==> src/rtl/alu_op_pkg.sv <==
// Shared ALU opcode, forwarding-select types and helpers for the ID/EX stage.
package alu_op_pkg;

    typedef enum logic [3:0] {
        ALU_ADD,
        ALU_SUB,
        ALU_SLL,
        ALU_SLT,
        ALU_SLTU,
        ALU_XOR,
        ALU_SRL,
        ALU_SRA,
        ALU_OR,
        ALU_AND,
        ALU_PASS_B
    } alu_op_t;

    typedef enum logic [1:0] {
        FWD_NONE,
        FWD_EXMEM,
        FWD_MEMWB
    } fwd_sel_t;

    localparam logic [4:0] REG_X0 = 5'd0;

    // A writer targets a given source register; x0 never counts as a hit.
    function automatic logic reg_hit(input logic we, input logic [4:0] rd, input logic [4:0] rs);
        return we && (rd != REG_X0) && (rd == rs);
    endfunction

endpackage

==> src/rtl/fwd_unit.sv <==
// Combinational operand forwarding for one source register.
module fwd_unit
    import alu_op_pkg::*;
#(
    parameter int XLEN = 32
) (
    input  logic [4:0]      rs_addr,
    input  logic [XLEN-1:0] reg_data,
    input  logic [4:0]      exmem_rd_addr,
    input  logic            exmem_reg_write,
    input  logic [XLEN-1:0] exmem_result,
    input  logic [4:0]      memwb_rd_addr,
    input  logic            memwb_reg_write,
    input  logic [XLEN-1:0] memwb_wdata,
    output logic [XLEN-1:0] fwd_data,
    output fwd_sel_t        fwd_sel
);

    // Youngest producer wins: EX/MEM before MEM/WB before the registered value.
    always_comb begin
        fwd_data = reg_data;
        fwd_sel  = FWD_NONE;
        if (reg_hit(exmem_reg_write, exmem_rd_addr, rs_addr)) begin
            fwd_data = exmem_result;
            fwd_sel  = FWD_EXMEM;
        end else if (reg_hit(memwb_reg_write, memwb_rd_addr, rs_addr)) begin
            fwd_data = memwb_wdata;
            fwd_sel  = FWD_MEMWB;
        end
    end

endmodule

==> src/rtl/id_ex_stage.sv <==
// ID/EX pipeline register with operand forwarding, load-use bubble, flush and hold.
module id_ex_stage
    import alu_op_pkg::*;
#(
    parameter int               XLEN     = 32,
    parameter logic [XLEN-1:0]  RESET_PC = 32'h0000_0000
) (
    input  logic            clk,
    input  logic            rst,
    input  logic            id_valid,
    input  logic [XLEN-1:0] id_pc,
    input  logic [4:0]      id_rs1_addr,
    input  logic [4:0]      id_rs2_addr,
    input  logic            id_uses_rs1,
    input  logic            id_uses_rs2,
    input  logic [XLEN-1:0] id_rs1_data,
    input  logic [XLEN-1:0] id_rs2_data,
    input  logic [XLEN-1:0] id_imm,
    input  logic            id_use_imm,
    input  logic            id_use_pc,
    input  logic            id_shamt_from_imm,
    input  alu_op_t         id_alu_op,
    input  logic            id_branch,
    input  logic [2:0]      id_branch_type,
    input  logic [4:0]      id_rd_addr,
    input  logic            id_reg_write,
    input  logic            id_mem_read,
    input  logic            id_mem_write,
    input  logic [4:0]      exmem_rd_addr,
    input  logic            exmem_reg_write,
    input  logic [XLEN-1:0] exmem_result,
    input  logic [4:0]      memwb_rd_addr,
    input  logic            memwb_reg_write,
    input  logic [XLEN-1:0] memwb_wdata,
    input  logic            flush,
    input  logic            ex_hold,
    output logic            stall_id,
    output logic            ex_valid,
    output logic [XLEN-1:0] ex_pc,
    output logic [XLEN-1:0] alu_in1,
    output logic [XLEN-1:0] alu_in2,
    output alu_op_t         alu_op_ctrl,
    output logic [4:0]      shamt,
    output logic            branch,
    output logic [2:0]      branch_type,
    output logic [4:0]      ex_rd_addr,
    output logic            ex_reg_write,
    output logic            ex_mem_read,
    output logic            ex_mem_write,
    output logic [XLEN-1:0] ex_store_data
);

    logic            valid_q, valid_d;
    logic [XLEN-1:0] pc_q, pc_d;
    logic [4:0]      rs1_addr_q, rs1_addr_d, rs2_addr_q, rs2_addr_d;
    logic [XLEN-1:0] rs1_data_q, rs1_data_d, rs2_data_q, rs2_data_d;
    logic [XLEN-1:0] imm_q, imm_d;
    logic            use_imm_q, use_imm_d, use_pc_q, use_pc_d;
    logic            shamt_imm_q, shamt_imm_d;
    alu_op_t         alu_op_q, alu_op_d;
    logic            branch_q, branch_d;
    logic [2:0]      btype_q, btype_d;
    logic [4:0]      rd_q, rd_d;
    logic            reg_write_q, reg_write_d;
    logic            mem_read_q, mem_read_d;
    logic            mem_write_q, mem_write_d;

    logic [XLEN-1:0] fwd_rs1, fwd_rs2;
    fwd_sel_t        sel_rs1, sel_rs2;
    logic            load_use;

    fwd_unit #(.XLEN(XLEN)) u_fwd_rs1 (
        .rs_addr        (rs1_addr_q),
        .reg_data       (rs1_data_q),
        .exmem_rd_addr  (exmem_rd_addr),
        .exmem_reg_write(exmem_reg_write),
        .exmem_result   (exmem_result),
        .memwb_rd_addr  (memwb_rd_addr),
        .memwb_reg_write(memwb_reg_write),
        .memwb_wdata    (memwb_wdata),
        .fwd_data       (fwd_rs1),
        .fwd_sel        (sel_rs1)
    );

    fwd_unit #(.XLEN(XLEN)) u_fwd_rs2 (
        .rs_addr        (rs2_addr_q),
        .reg_data       (rs2_data_q),
        .exmem_rd_addr  (exmem_rd_addr),
        .exmem_reg_write(exmem_reg_write),
        .exmem_result   (exmem_result),
        .memwb_rd_addr  (memwb_rd_addr),
        .memwb_reg_write(memwb_reg_write),
        .memwb_wdata    (memwb_wdata),
        .fwd_data       (fwd_rs2),
        .fwd_sel        (sel_rs2)
    );

    // Hazard detection and IF/ID stall; a redirect makes stalling pointless.
    always_comb begin
        load_use = id_valid && valid_q && mem_read_q && (rd_q != REG_X0) &&
                   ((id_uses_rs1 && (id_rs1_addr == rd_q)) ||
                    (id_uses_rs2 && (id_rs2_addr == rd_q)));
        stall_id = flush ? 1'b0 : (load_use || ex_hold);
    end

    // Next-state for the stage register: flush > hold > bubble > capture.
    always_comb begin
        valid_d     = valid_q;
        pc_d        = pc_q;
        rs1_addr_d  = rs1_addr_q;
        rs2_addr_d  = rs2_addr_q;
        rs1_data_d  = rs1_data_q;
        rs2_data_d  = rs2_data_q;
        imm_d       = imm_q;
        use_imm_d   = use_imm_q;
        use_pc_d    = use_pc_q;
        shamt_imm_d = shamt_imm_q;
        alu_op_d    = alu_op_q;
        branch_d    = branch_q;
        btype_d     = btype_q;
        rd_d        = rd_q;
        reg_write_d = reg_write_q;
        mem_read_d  = mem_read_q;
        mem_write_d = mem_write_q;
        if (flush) begin
            valid_d     = 1'b0;
            branch_d    = 1'b0;
            reg_write_d = 1'b0;
            mem_read_d  = 1'b0;
            mem_write_d = 1'b0;
        end else if (ex_hold) begin
            // Absorb any producer retiring now so its value survives the freeze.
            if (sel_rs1 != FWD_NONE) rs1_data_d = fwd_rs1;
            if (sel_rs2 != FWD_NONE) rs2_data_d = fwd_rs2;
        end else if (load_use) begin
            valid_d     = 1'b0;
            branch_d    = 1'b0;
            reg_write_d = 1'b0;
            mem_read_d  = 1'b0;
            mem_write_d = 1'b0;
        end else begin
            valid_d     = id_valid;
            pc_d        = id_pc;
            rs1_addr_d  = id_rs1_addr;
            rs2_addr_d  = id_rs2_addr;
            rs1_data_d  = id_rs1_data;
            rs2_data_d  = id_rs2_data;
            imm_d       = id_imm;
            use_imm_d   = id_use_imm;
            use_pc_d    = id_use_pc;
            shamt_imm_d = id_shamt_from_imm;
            alu_op_d    = id_alu_op;
            branch_d    = id_branch;
            btype_d     = id_branch_type;
            rd_d        = id_rd_addr;
            reg_write_d = id_reg_write;
            mem_read_d  = id_mem_read;
            mem_write_d = id_mem_write;
        end
    end

    // Stage register with synchronous reset.
    always_ff @(posedge clk) begin
        if (rst) begin
            valid_q     <= 1'b0;
            pc_q        <= RESET_PC;
            rs1_addr_q  <= '0;
            rs2_addr_q  <= '0;
            rs1_data_q  <= '0;
            rs2_data_q  <= '0;
            imm_q       <= '0;
            use_imm_q   <= 1'b0;
            use_pc_q    <= 1'b0;
            shamt_imm_q <= 1'b0;
            alu_op_q    <= ALU_ADD;
            branch_q    <= 1'b0;
            btype_q     <= '0;
            rd_q        <= '0;
            reg_write_q <= 1'b0;
            mem_read_q  <= 1'b0;
            mem_write_q <= 1'b0;
        end else begin
            valid_q     <= valid_d;
            pc_q        <= pc_d;
            rs1_addr_q  <= rs1_addr_d;
            rs2_addr_q  <= rs2_addr_d;
            rs1_data_q  <= rs1_data_d;
            rs2_data_q  <= rs2_data_d;
            imm_q       <= imm_d;
            use_imm_q   <= use_imm_d;
            use_pc_q    <= use_pc_d;
            shamt_imm_q <= shamt_imm_d;
            alu_op_q    <= alu_op_d;
            branch_q    <= branch_d;
            btype_q     <= btype_d;
            rd_q        <= rd_d;
            reg_write_q <= reg_write_d;
            mem_read_q  <= mem_read_d;
            mem_write_q <= mem_write_d;
        end
    end

    // Operand muxing and valid-qualified control outputs.
    always_comb begin
        ex_valid      = valid_q;
        ex_pc         = pc_q;
        alu_in1       = use_pc_q ? pc_q : fwd_rs1;
        alu_in2       = use_imm_q ? imm_q : fwd_rs2;
        ex_store_data = fwd_rs2;
        shamt         = shamt_imm_q ? imm_q[4:0] : fwd_rs2[4:0];
        alu_op_ctrl   = alu_op_q;
        branch_type   = btype_q;
        ex_rd_addr    = rd_q;
        branch        = valid_q && branch_q;
        ex_reg_write  = valid_q && reg_write_q;
        ex_mem_read   = valid_q && mem_read_q;
        ex_mem_write  = valid_q && mem_write_q;
    end

endmodule
==> config.mk <==
export PLATFORM = sky130hd
export DESIGN_NAME = id_ex_stage
export DESIGN_NICKNAME = d
export VERILOG_FILES = /design/src/rtl/alu_op_pkg.sv /design/src/rtl/fwd_unit.sv /design/src/rtl/id_ex_stage.sv
export SDC_FILE = /design/constraint.sdc
export NUM_CORES = 1
export LEC_CHECK = 0
export BUFFER_PORTS_ARGS = -buffer_cell sky130_fd_sc_hd__buf_2
export CORE_MARGIN = 4
export CORE_UTILIZATION = 45
export CTS_CLUSTER_SIZE = 16
export DETAILED_ROUTE_END_ITERATION = 12
export PLACE_DENSITY = 0.75
export SYNTH_ARGS = -nofsm -noshare
export SYNTH_HDL_FRONTEND = slang
export SYNTH_SLANG_ARGS = --single-unit
==> constraint.sdc <==
create_clock -name clk -period 4.65 [get_ports clk]
set_clock_uncertainty 0.05 [all_clocks]
set_input_delay 0.465 -clock clk [delete_from_list [all_inputs] [get_ports clk]]
set_output_delay 0.465 -clock clk [all_outputs]
set_load 0.01 [all_outputs]
* Word level (Yosys, flattened, before mapping)
Index checks and enable logic that the tools add are counted.
Widths: inputs -> output; s select.
** Storage, ports and cells
- Logic and storage cells :: 79
- Input port bits :: 240
- Register bits after elaboration :: 158
- Output and inout bits :: 151
** Cells by class
- Multiplexer cells :: 23
- Reductions and logical operators :: 27
- Equal/unequal tests :: 9
- Bitwise logic cells :: 3
** Operators by type and width (number)
- $mux 32 :: 12
- $eq 5x5->1 :: 6
- $logic_and 1x1->1 :: 16
- $reduce_bool 5->1 :: 3
- $reduce_and 3->1 :: 3
- $mux 2 :: 4
- $mux 1 :: 6
- $mux 5 :: 1
- $ne 2x1->1 const B :: 2
- $reduce_bool 2->1 :: 2
- $not 1->1 :: 3
- $logic_or 1x1->1 :: 2
- $ne 2x2->1 const B :: 1
- $reduce_or 2->1 :: 1

* Depth between registers and ports, before layout
Gate-level depths: netlist of run 1.
- Word-level depth :: 8
- Gate-level depth with buffers :: 9
- Depth with buffers taken out :: 7

* Cells and area by module
A second synthesis of run 1 with hierarchy kept.
** Unflattened totals
- Cells, all modules :: 1246
- Area total of the unflattened synthesis :: 11302.1 µm²
** By module, submodules not included
- id_ex_stage :: cells an instance 876, seq. area each 3163.0 µm², instances 1, area an instance 8321.7 µm²
- fwd_unit :: cells an instance 185, seq. area each 0.0 µm², instances 2, area an instance 1490.2 µm²

* Worst setup path after synthesis of run 1
OpenSTA, ideal clock, no wires.
- Path kind :: input port to output port
- From :: input port exmem_rd_addr[1]
- To :: output port alu_in1[16]
- Slack :: 1.891 ns
- Buffers on the path :: 3
- Stages :: 8
- Data required time :: 4.135 ns
- Arrival time :: 2.244 ns
- Cell sequence :: or4_4 > o211ai_2 > or2_1 > buf_2 > buf_4 > clkbuf_1 > nor2_1 > o31ai_1
** On the way
- Longest elaborated chain between the ends :: 5
** Ends and longest elaborated chain
- from (decl) :: RTL line id_ex_stage.sv:29 : input logic [4:0] exmem_rd_addr,
- $reduce_bool 5->1 :: RTL line alu_op_pkg.sv:28 : return we && (rd != REG_X0) && (rd == rs);
- $logic_and 1x1->1 :: RTL line alu_op_pkg.sv:28
- $logic_and 1x1->1 (*) :: RTL line alu_op_pkg.sv:28
- $mux 32 (*) :: RTL line fwd_unit.sv:23 : if (reg_hit(exmem_reg_write, exmem_rd_addr, rs_addr)) begin
- $mux 32 (*) :: RTL line id_ex_stage.sv:207 : alu_in1 = use_pc_q ? pc_q : fwd_rs1;
- to (decl) :: RTL line id_ex_stage.sv:40 : output logic [XLEN-1:0] alu_in1,
Mark *: on every way between the ends. The rest lies on a longest branch, timed or not.

* Final worst setup path of run 1
- From :: input port exmem_rd_addr[1]
- To :: output port alu_in1[12]
Same word-level chain as after synthesis.

==> results of run 1 <==
-- metal layers --
metal  global-route usage [%]  part of all wire [%]  vias up
li1                         -                     -     5371
met1                     40.5                    37     5440
met2                     54.1                    47      704
met3                     7.33                    10      131
met4                     18.9                   5.8        2
met5                        0                 0.031        -
-- flip-flops by register name, summed over array words and instances, names as in the netlist, 3 cells and up --
name	cells
ex_pc	32
alu_op_ctrl	4
ex_rd_addr	5
rs2_addr_q	5
branch_type	3
imm_q	32
rs1_data_q	32
rs2_data_q	32
rs1_addr_q	5
-- per-stage QoR --
step / hold WS [ps] / std cells
after global placement: 389 / 1877
after floorplan: 383 / 1319
after detailed placement: 396 / 1877
after global routing: 200 / 1911
final: 208 / 1914
after CTS: 192 / 1909
-- critical path: stages --
cell and delay [ps]:
buf_2 120, or4_4 570, o211ai_2 490, or2_2 740
buf_4 360, nor2_1 70, o31ai_1 200, buf_2 180
-- layout by cell type, fill, tap and decap left out, types with 4 or more instances in the layout --
| master | count |
|---|---|
| a31o_2 | 5 |
| nor4_2 | 30 |
| clkbuf_16 | 17 |
| diode_2 | 5 |
| o221a_1 | 32 |
| buf_2 | 388 |
| xor2_1 | 4 |
| mux2_2 | 45 |
| o31ai_1 | 64 |
| dfxtp_1 | 156 |
| inv_1 | 58 |
| nor2_1 | 94 |
| a211oi_2 | 4 |
| o21ai_0 | 33 |
| o22ai_1 | 24 |
| xnor2_1 | 26 |
| nand4_1 | 45 |
| buf_4 | 23 |
| nand2_1 | 215 |
| inv_6 | 4 |
| nor2b_1 | 32 |
| a211oi_1 | 51 |
| clkinv_8 | 4 |
| a31oi_1 | 58 |
| nor3_1 | 41 |
| inv_8 | 4 |
| a22oi_1 | 5 |
| a21oi_1 | 122 |
-- final timing paths --
kind,startpoint,slack [ps],end
setup reg to reg,rs2_addr_q[1],1420,rs2_data_q[14]
hold / removal,id_alu_op[1],210,alu_op_ctrl[1]
hold reg to reg,imm_q[24],400,imm_q[24]
setup / recovery,exmem_rd_addr[1],920,alu_in1[12]
-- kinds of logic after synthesis --
| group | Yosys count | synth area share, % |
|---|---|---|
| simple gates | 482 | 24.3 |
| compound gates | 408 | 27.8 |
| buf+inv | 196 | 8.20 |
| flops | 158 | 32.0 |
| mux | 45 | 5.12 |
| xor+xnor | 30 | 2.65 |
-- cell type report --
class | instances | share of cell area (%)
multi-input cells | 965 | 47.8
flip-flops and latches | 158 | 25.3
repair buffers | 413 | 17.2
clock buffers | 17 | 3.41
well taps | 280 | 2.80
inverters | 61 | 1.83
clock inverters | 15 | 1.53
diodes | 5 | 0.100
-- power breakdown --
group	internal, W	total [W]	switching, W
Clock	0.000779	0.00147	0.000695
Combinational	0.000346	0.000900	0.000554
Sequential	0.00143	0.00149	0.0000679
==> impl_metrics.py, run 1 <==
metrics = {
    "status": {
        "status": "finished clean",
    },
    "route": {
        "antenna_left": 0,
        "drc": 0,
        "viasPerCell": 6.09,
        "drtPass1Iterations": 6,
        "drt_iter0_drc": 1152,
        "wire_per_inst_microns": 22.2,
        "num_vias": 11600,
        "routed_wl_mm": 42.6,
    },
    "cells_and_area": {
        "design_area_sq_um": 12500,
        "fillers": 2099,
        "multiInputGateArea_sq_um": 5970,
        "final_layout_size_suffix_gt1_share_pct": 33.9,
        "final_util_pct": 57.4,
        "register_area_sq_um": 3170,
        "nets": 1856,
        "syn_to_final_growth_pct": 26.2,
    },
    "power": {
        "max-vdd-ir-drop_v": 0.000253,
        "total_power_w": 0.00387,
        "power_density_nw_per_um2": 310,
        "p_leak_nw": 5.23,
    },
    "critical_path": {
        "path_class": "input pin to output pin",
        "end_kind": "output pin",
        "cp-start-kind": "input pin",
        "cp.required_ps": 4140,
        "cp_max_fo": 38,
        "cp.arrival_ps": 3210,
        "ff2ff_path_depth": 8,
    },
    "logic_synthesis": {
        "synth.distinct_cells": 48,
        "syn_inst": 1319,
        "yosysTopAreaCell": "dfxtp_1",
        "ys.flop_type": "dfxtp_1",
        "seq_area_frac_synth_pct": 32.0,
        "synth_nets": 1559,
        "async_reset_ff_share_pct": 0,
        "synth_top_area_share_pct": 32.0,
        "ys_top_cells_by_area": "dfxtp_1, nand2_1, a21oi_1",
        "yosys-top-cells-count": "nand2_1, dfxtp_1, a21oi_1",
        "syn-cell-area_sq_um": 9900,
        "yosys_warnings": 0,
        "postSynthAreaPerCell_sq_um": 7.51,
        "ys_ff_latch": 158,
        "yosysMostFrequentCell": "nand2_1",
        "synth_edf_count": 0,
    },
    "floorplanning": {
        "start_util_pct": 45.5,
        "ios": 391,
        "die_h_microns": 156,
        "core_sq_um": 21800,
        "die_area_sq_um": 24400,
        "die_w_microns": 156,
        "rows": 54,
    },
    "placed_design": {
        "dpl_worst_slack_ps": 993,
        "portBuffers": 390,
        "routabilityCongestion": 0.934,
        "dpl_cell_area_sq_um": 11900,
        "hpwl_mm": 29.9,
    },
    "clocking": {
        "insertion_delay_ps": 430,
        "clock_sinks": 158,
        "cts_root_buf": "clkbuf_16",
        "post_cts_buffers": 0,
        "numCtsBuffers": 17,
        "cts.clk_slew.worst_paths_ps": 80,
        "cts_buffer_depth": 2,
        "cts_htree_levels": 4,
        "hold_buffers": 0,
        "cts_tree": "yes",
        "cts.repair.resized": 0,
    },
    "sta": {
        "timing.final.crit_share_pct": 80.2,
        "post-route-worst-setup-slack_ps": 923,
        "tightestPinTransition_ps": 1140,
        "max_freq_mhz": 268,
        "min_period_ps": 3730,
        "hold_violations": 0,
        "rsz0062_at_grt": "no",
        "setup_viol": 0,
        "fin_tns_setup_ps": 0,
        "maxSlewViolCount": 0,
        "max-slew-margin-rel_pct": 23.7,
    },
    "global_route": {
        "grt_max_degree": 101,
        "grt_first_pass_wirelength_mm": 63.8,
        "track_usage_pct": 33.2,
        "grt_overflow": 0,
        "grt_pass1_vias": 11300,
        "antenna_found_initial": 5,
    },
    "worst_hold_path": {
        "hold_depth": 3,
        "min_path_type": "input pin to register",
    },
    "flow_run": {
        "drv_cap": 0,
    },
}
Note: power is estimated with default switching activity, not from simulation.
==> inputs of run 2 (changes only) <==
- PLACE_DENSITY: 0.75 -> 0.78
- clock period: 4.65 -> 3.4 ns (I/O delays scaled with it)
==> run 2 against run 1 <==
  * Core utilization up 0.72 points
  * Clock power up 37%
  * Wire length down 3.6%
  * Power up 37%
  * Critical path depth unchanged
  * Die area unchanged
  * Highest routed layer unchanged
  * Largest cell class unchanged
  * Via count down 1.6%
  * Cell area up 1.3%
  * Register-to-register slack worse by 730 ps
  * Critical endpoint is now alu_in1[1]
  * Clock-buffer cell count unchanged
==> impl_metrics.py, run 2 (synthesis gave the netlist of run 1 again) <==
metrics = {
    "sta": {
        "min_period_ps": 3190,
        "hold_violations": 0,
        "max_freq_mhz": 313,
        "fin_tns_setup_ps": 0,
        "hold-worst-slack_ps": 79.8,
        "timing.final.crit_share_pct": 93.9,
        "max-slew-margin-rel_pct": 27.3,
        "rsz0062_at_grt": "no",
        "tightestPinTransition_ps": 1090,
        "setup_viol": 0,
        "maxSlewViolCount": 0,
    },
    "route": {
        "viasPerCell": 5.94,
        "routed_wl_mm": 41.0,
        "wire_per_inst_microns": 21.3,
        "antenna_left": 0,
        "drc": 0,
        "drt_iter0_drc": 1104,
        "num_vias": 11500,
        "drtPass1Iterations": 6,
    },
    "floorplanning": {
        "start_util_pct": 45.5,
        "rows": 54,
        "die_h_microns": 156,
        "die_w_microns": 156,
        "die_area_sq_um": 24400,
        "core_sq_um": 21800,
        "ios": 391,
    },
    "worst_hold_path": {
        "holdCritStartpoint": "id_pc[21]",
        "min_to": "ex_pc[21]",
        "hold_depth": 3,
        "min_path_type": "input pin to register",
    },
    "global_route": {
        "antenna_found_initial": 4,
        "grt_overflow": 0,
        "grt_max_degree": 90,
        "grt_first_pass_wirelength_mm": 61.7,
        "track_usage_pct": 32.1,
        "grt_pass1_vias": 11100,
    },
    "clocking": {
        "insertion_delay_ps": 440,
        "cts_root_buf": "clkbuf_16",
        "post_cts_buffers": 0,
        "cts_htree_levels": 4,
        "hold_buffers": 0,
        "cts_tree": "yes",
        "clock_sinks": 158,
        "numCtsBuffers": 17,
        "cts.repair.resized": 0,
        "cts.clk_slew.worst_paths_ps": 80,
        "cts_buffer_depth": 2,
    },
    "power": {
        "p_leak_nw": 5.33,
        "power_density_nw_per_um2": 419,
        "max-vdd-ir-drop_v": 0.000311,
        "total_power_w": 0.00530,
    },
    "critical_path": {
        "reg2reg_to": "imm_q[0]",
        "path_class": "register to output pin",
        "cp.required_ps": 3010,
        "end_kind": "output pin",
        "timing.rr.start": "ex_rd_addr[0]",
        "ff2ff_path_depth": 7,
        "cp_max_fo": 13,
        "r2r_slack_ps": 690,
        "cp.arrival_ps": 2800,
        "cp-start-kind": "register",
    },
    "cells_and_area": {
        "multiInputGateArea_sq_um": 5970,
        "syn_to_final_growth_pct": 27.8,
        "final_layout_size_suffix_gt1_share_pct": 34.6,
        "layout_common_cells": "buf_2, nand2_1, dfxtp_1",
        "fillers": 2042,
        "final_common_cell": "buf_2",
        "nets": 1875,
        "register_area_sq_um": 3170,
    },
    "placed_design": {
        "portBuffers": 390,
        "hpwl_mm": 30.7,
        "routabilityCongestion": 0.906,
    },
    "flow_run": {
        "drv_cap": 0,
    },
    "status": {
        "status": "finished clean",
    },
}
-- run 2: critical path, cell delays in order, from the launching register on --
cell	delay, ps
dfxtp_1	350
xnor2_1	240
nand3_1	400
nor3_4	250
buf_4	250
buf_4	240
a211oi_1	120
o31ai_1	300
buf_2	210
-- run 2: routing by layer --
layer	GRT usage (%)	wire, microns
met5	0	7
met4	15.9	1960
met3	7.61	3930
met2	53.7	19500
met1	38.6	15600
-- run 2: final cells by class --
| type | count | share of cell area, % |
|---|---|---|
| Antenna cell | 3 | 0.0593 |
| Clock buffer | 17 | 3.36 |
| Clock inverter | 15 | 1.47 |
| Inverter | 61 | 1.81 |
| Multi-Input combinational cell | 965 | 47.2 |
| Sequential cell | 158 | 25.0 |
| Tap cell | 280 | 2.77 |
| Timing Repair Buffer | 432 | 18.3 |
-- run 2: worst max-delay path by stage --
stage | startpoint | to | slack [ps] | depth (start not counted)
6_report | rs1_addr_q[4] | alu_in1[1] | 210 | 8
2_1_floorplan | exmem_rd_addr[1] | alu_in1[16] | 890 | 8
4_1_cts | rs1_addr_q[4] | alu_in1[1] | 240 | 8
3_5_place_dp | exmem_rd_addr[1] | alu_in1[11] | 460 | 8
5_1_grt | rs1_addr_q[4] | alu_in1[1] | 20 | 8
3_3_place_gp | exmem_rd_addr[1] | alu_in1[11] | 470 | 8
-- run 2: stage by stage --
stage	setup WS (ps)	std cells	utilization, %	area [sq um]
floorplan	891	1319	-	9900
finish	208	1931	58.1	12700
global route	24.8	1931	58.1	12700
global placement	469	1896	55.3	12000
CTS	236	1928	58.1	12600
detailed placement	458	1896	55.3	12000
-- run 2: power breakdown --
group | total (W) | internal, W | leakage, nW | switching [W]
clock network | 0.00201 | 0.00106 | 0.297 | 0.000950
logic | 0.00125 | 0.000493 | 3.74 | 0.000755
registers | 0.00203 | 0.00195 | 1.30 | 0.0000848
total | 0.00530 | 0.00351 | 5.33 | 0.00179
==> inputs of run 3 (changes only) <==
- PLACE_DENSITY: 0.78 -> 0.75
- clock period: 3.4 -> 3.2 ns (I/O delays scaled with it)
==> run 3 against run 2 <==
  * Hold slack got worse by 12 ps
  * Clock-buffer cell count did not move
  * Register-to-register slack got worse by 110 ps
  * Non-clock buffer count rose by 1
  * Sequential cell count did not move
  * Cell count rose by 0.10%
  * Core utilization rose by 0.45 points
  * Critical path type unchanged
  * Highest routed layer unchanged
==> impl_metrics.py, run 3 (synthesis gave the netlist of run 1 again) <==
metrics = {
    "sta": {
        "timing.final.crit_share_pct": 95.5,
        "fin_tns_setup_ps": 0,
        "hold_violations": 0,
        "rsz0062_at_grt": "no",
        "min_period_ps": 3060,
        "setup_viol": 0,
        "max_freq_mhz": 327,
        "hold-worst-slack_ps": 67.6,
        "maxSlewViolCount": 0,
        "max-slew-margin-rel_pct": 30.7,
        "tightestPinTransition_ps": 1040,
    },
    "power": {
        "max-vdd-ir-drop_v": 0.000336,
        "clkPwrFrac_pct": 36.9,
        "power_density_nw_per_um2": 438,
        "p_leak_nw": 5.37,
        "p_switching_w": 0.00187,
        "combPwrFrac_pct": 24.2,
        "p_seq_share_pct": 38.8,
        "sw_frac_of_total_pct": 33.6,
        "intPower_w": 0.00371,
    },
    "cells_and_area": {
        "final_util_pct": 58.6,
        "syn_to_final_growth_pct": 28.8,
        "final_common_cell": "buf_2",
        "nets": 1877,
        "final_layout_size_suffix_gt1_share_pct": 34.8,
        "layout_common_cells": "buf_2, nand2_1, dfxtp_1",
    },
    "route": {
        "wire_per_inst_microns": 21.8,
        "drc": 0,
        "drt_iter0_drc": 1218,
        "viasPerCell": 6.04,
        "antenna_left": 0,
        "routed_wl_mm": 42.2,
        "num_vias": 11700,
        "drtPass1Iterations": 6,
    },
    "flow_run": {
        "drv_cap": 0,
    },
    "critical_path": {
        "cp.arrival_ps": 2690,
        "slowest_stage": "or2_1",
        "cp_cell_sequence": "xor2_1, or2_1, buf_12, o31ai_1, a31oi_1, mux2_2, buf_2",
        "slowest_delay_ps": 390,
        "cp-start-kind": "register",
        "cp_max_fo": 28,
        "path_class": "register to output pin",
        "cp.required_ps": 2830,
        "end_kind": "output pin",
    },
    "clocking": {
        "cts_root_buf": "clkbuf_16",
        "clock_sinks": 158,
        "hold_buffers": 0,
        "cts.clk_slew.worst_paths_ps": 70,
        "insertion_delay_ps": 430,
        "cts_buffer_depth": 2,
        "numCtsBuffers": 17,
        "cts_htree_levels": 4,
        "cts_tree": "yes",
    },
    "placed_design": {
        "hpwl_mm": 30.3,
        "portBuffers": 390,
        "routabilityCongestion": 0.956,
    },
    "global_route": {
        "antenna_found_initial": 3,
        "track_usage_pct": 32.6,
        "grt_overflow": 0,
        "grt_max_degree": 68,
        "grt_first_pass_wirelength_mm": 62.7,
        "grt_pass1_vias": 11100,
    },
    "floorplanning": {
        "ios": 391,
        "die_area_sq_um": 24400,
        "die_w_microns": 156,
        "start_util_pct": 45.5,
        "core_sq_um": 21800,
        "rows": 54,
        "die_h_microns": 156,
    },
    "status": {
        "status": "finished clean",
    },
    "worst_hold_path": {
        "min_path_type": "input pin to register",
    },
}
-- run 3: area by class of cell --
cell class,count,area (sq um)
fill,2062,9010
clock buffer,17,425
inverter,61,229
tap,280,350
timing repair buffer,433,2420
clock inverter,15,150
antenna,3,7.51
sequential,158,3170
multi-input combinational,966,6000
-- run 3: stage by stage --
stage / setup WS, ps / instance area [sq um] / instances / power, W
after detailed placement: 34.8 / 12100 / 1892 / 0.00353
after CTS: 70.9 / 12700 / 1927 / 0.00559
after global placement: 94.4 / 12100 / 1892 / 0.00352
after floorplan: 731 / 9900 / 1319 / 0.00295
after global routing: 102 / 12700 / 1931 / 0.00580
final: 144 / 12700 / 1933 / 0.00558
-- run 3: layer usage --
metal | GRT usage [%] | part of all wire, % | wire length, microns | vias up
met3 | 7.27 | 10 | 4300 | 135
met5 | 0 | 0.031 | 13 | -
met1 | 40.4 | 38 | 16100 | 5430
met4 | 15.7 | 5.1 | 2170 | 2
li1 | - | - | - | 5404
met2 | 53.9 | 47 | 19600 | 708
-- run 3: final timing paths --
path / cells past startpoint / start / to / slack (ps)
setup / recovery: 7 / rs2_addr_q[3] / alu_in2[28] / 140
hold / removal: 3 / id_alu_op[0] / alu_op_ctrl[0] / 70
setup reg to reg: 7 / ex_rd_addr[0] / rs2_data_q[28] / 580
hold reg to reg: 2 / imm_q[16] / imm_q[16] / 400
-- run 3: timing repair --
| item | 4_1_cts | 5_1_grt |
|---|---|---|
| setup endpoints to repair | 23 | 12 |
| buffers inserted | 2 | 3 |
| pin swaps | 1 | 1 |
| gates resized for setup | 2 | 1 |
| cloned | 1 | 0 |
| hold endpoints to repair | 0 | 0 |
-- run 3: power groups by stage --
stage | Combinational, W | Sequential [W] | Clock (W)
after global placement | 0.00131 | 0.00220 | 0
after global routing | 0.00145 | 0.00218 | 0.00217
after CTS | 0.00134 | 0.00216 | 0.00209
after floorplan | 0.000763 | 0.00219 | 0
after detailed placement | 0.00132 | 0.00221 | 0
final | 0.00135 | 0.00217 | 0.00206
-- run 3: worst max-delay path: cells and delay by family, from the launching register on --
kind	cells	cell delay, ps
compound gates	2	570
simple gates	1	390
buf+inv	2	380
flops	1	360
mux	1	330
xor+xnor	1	190
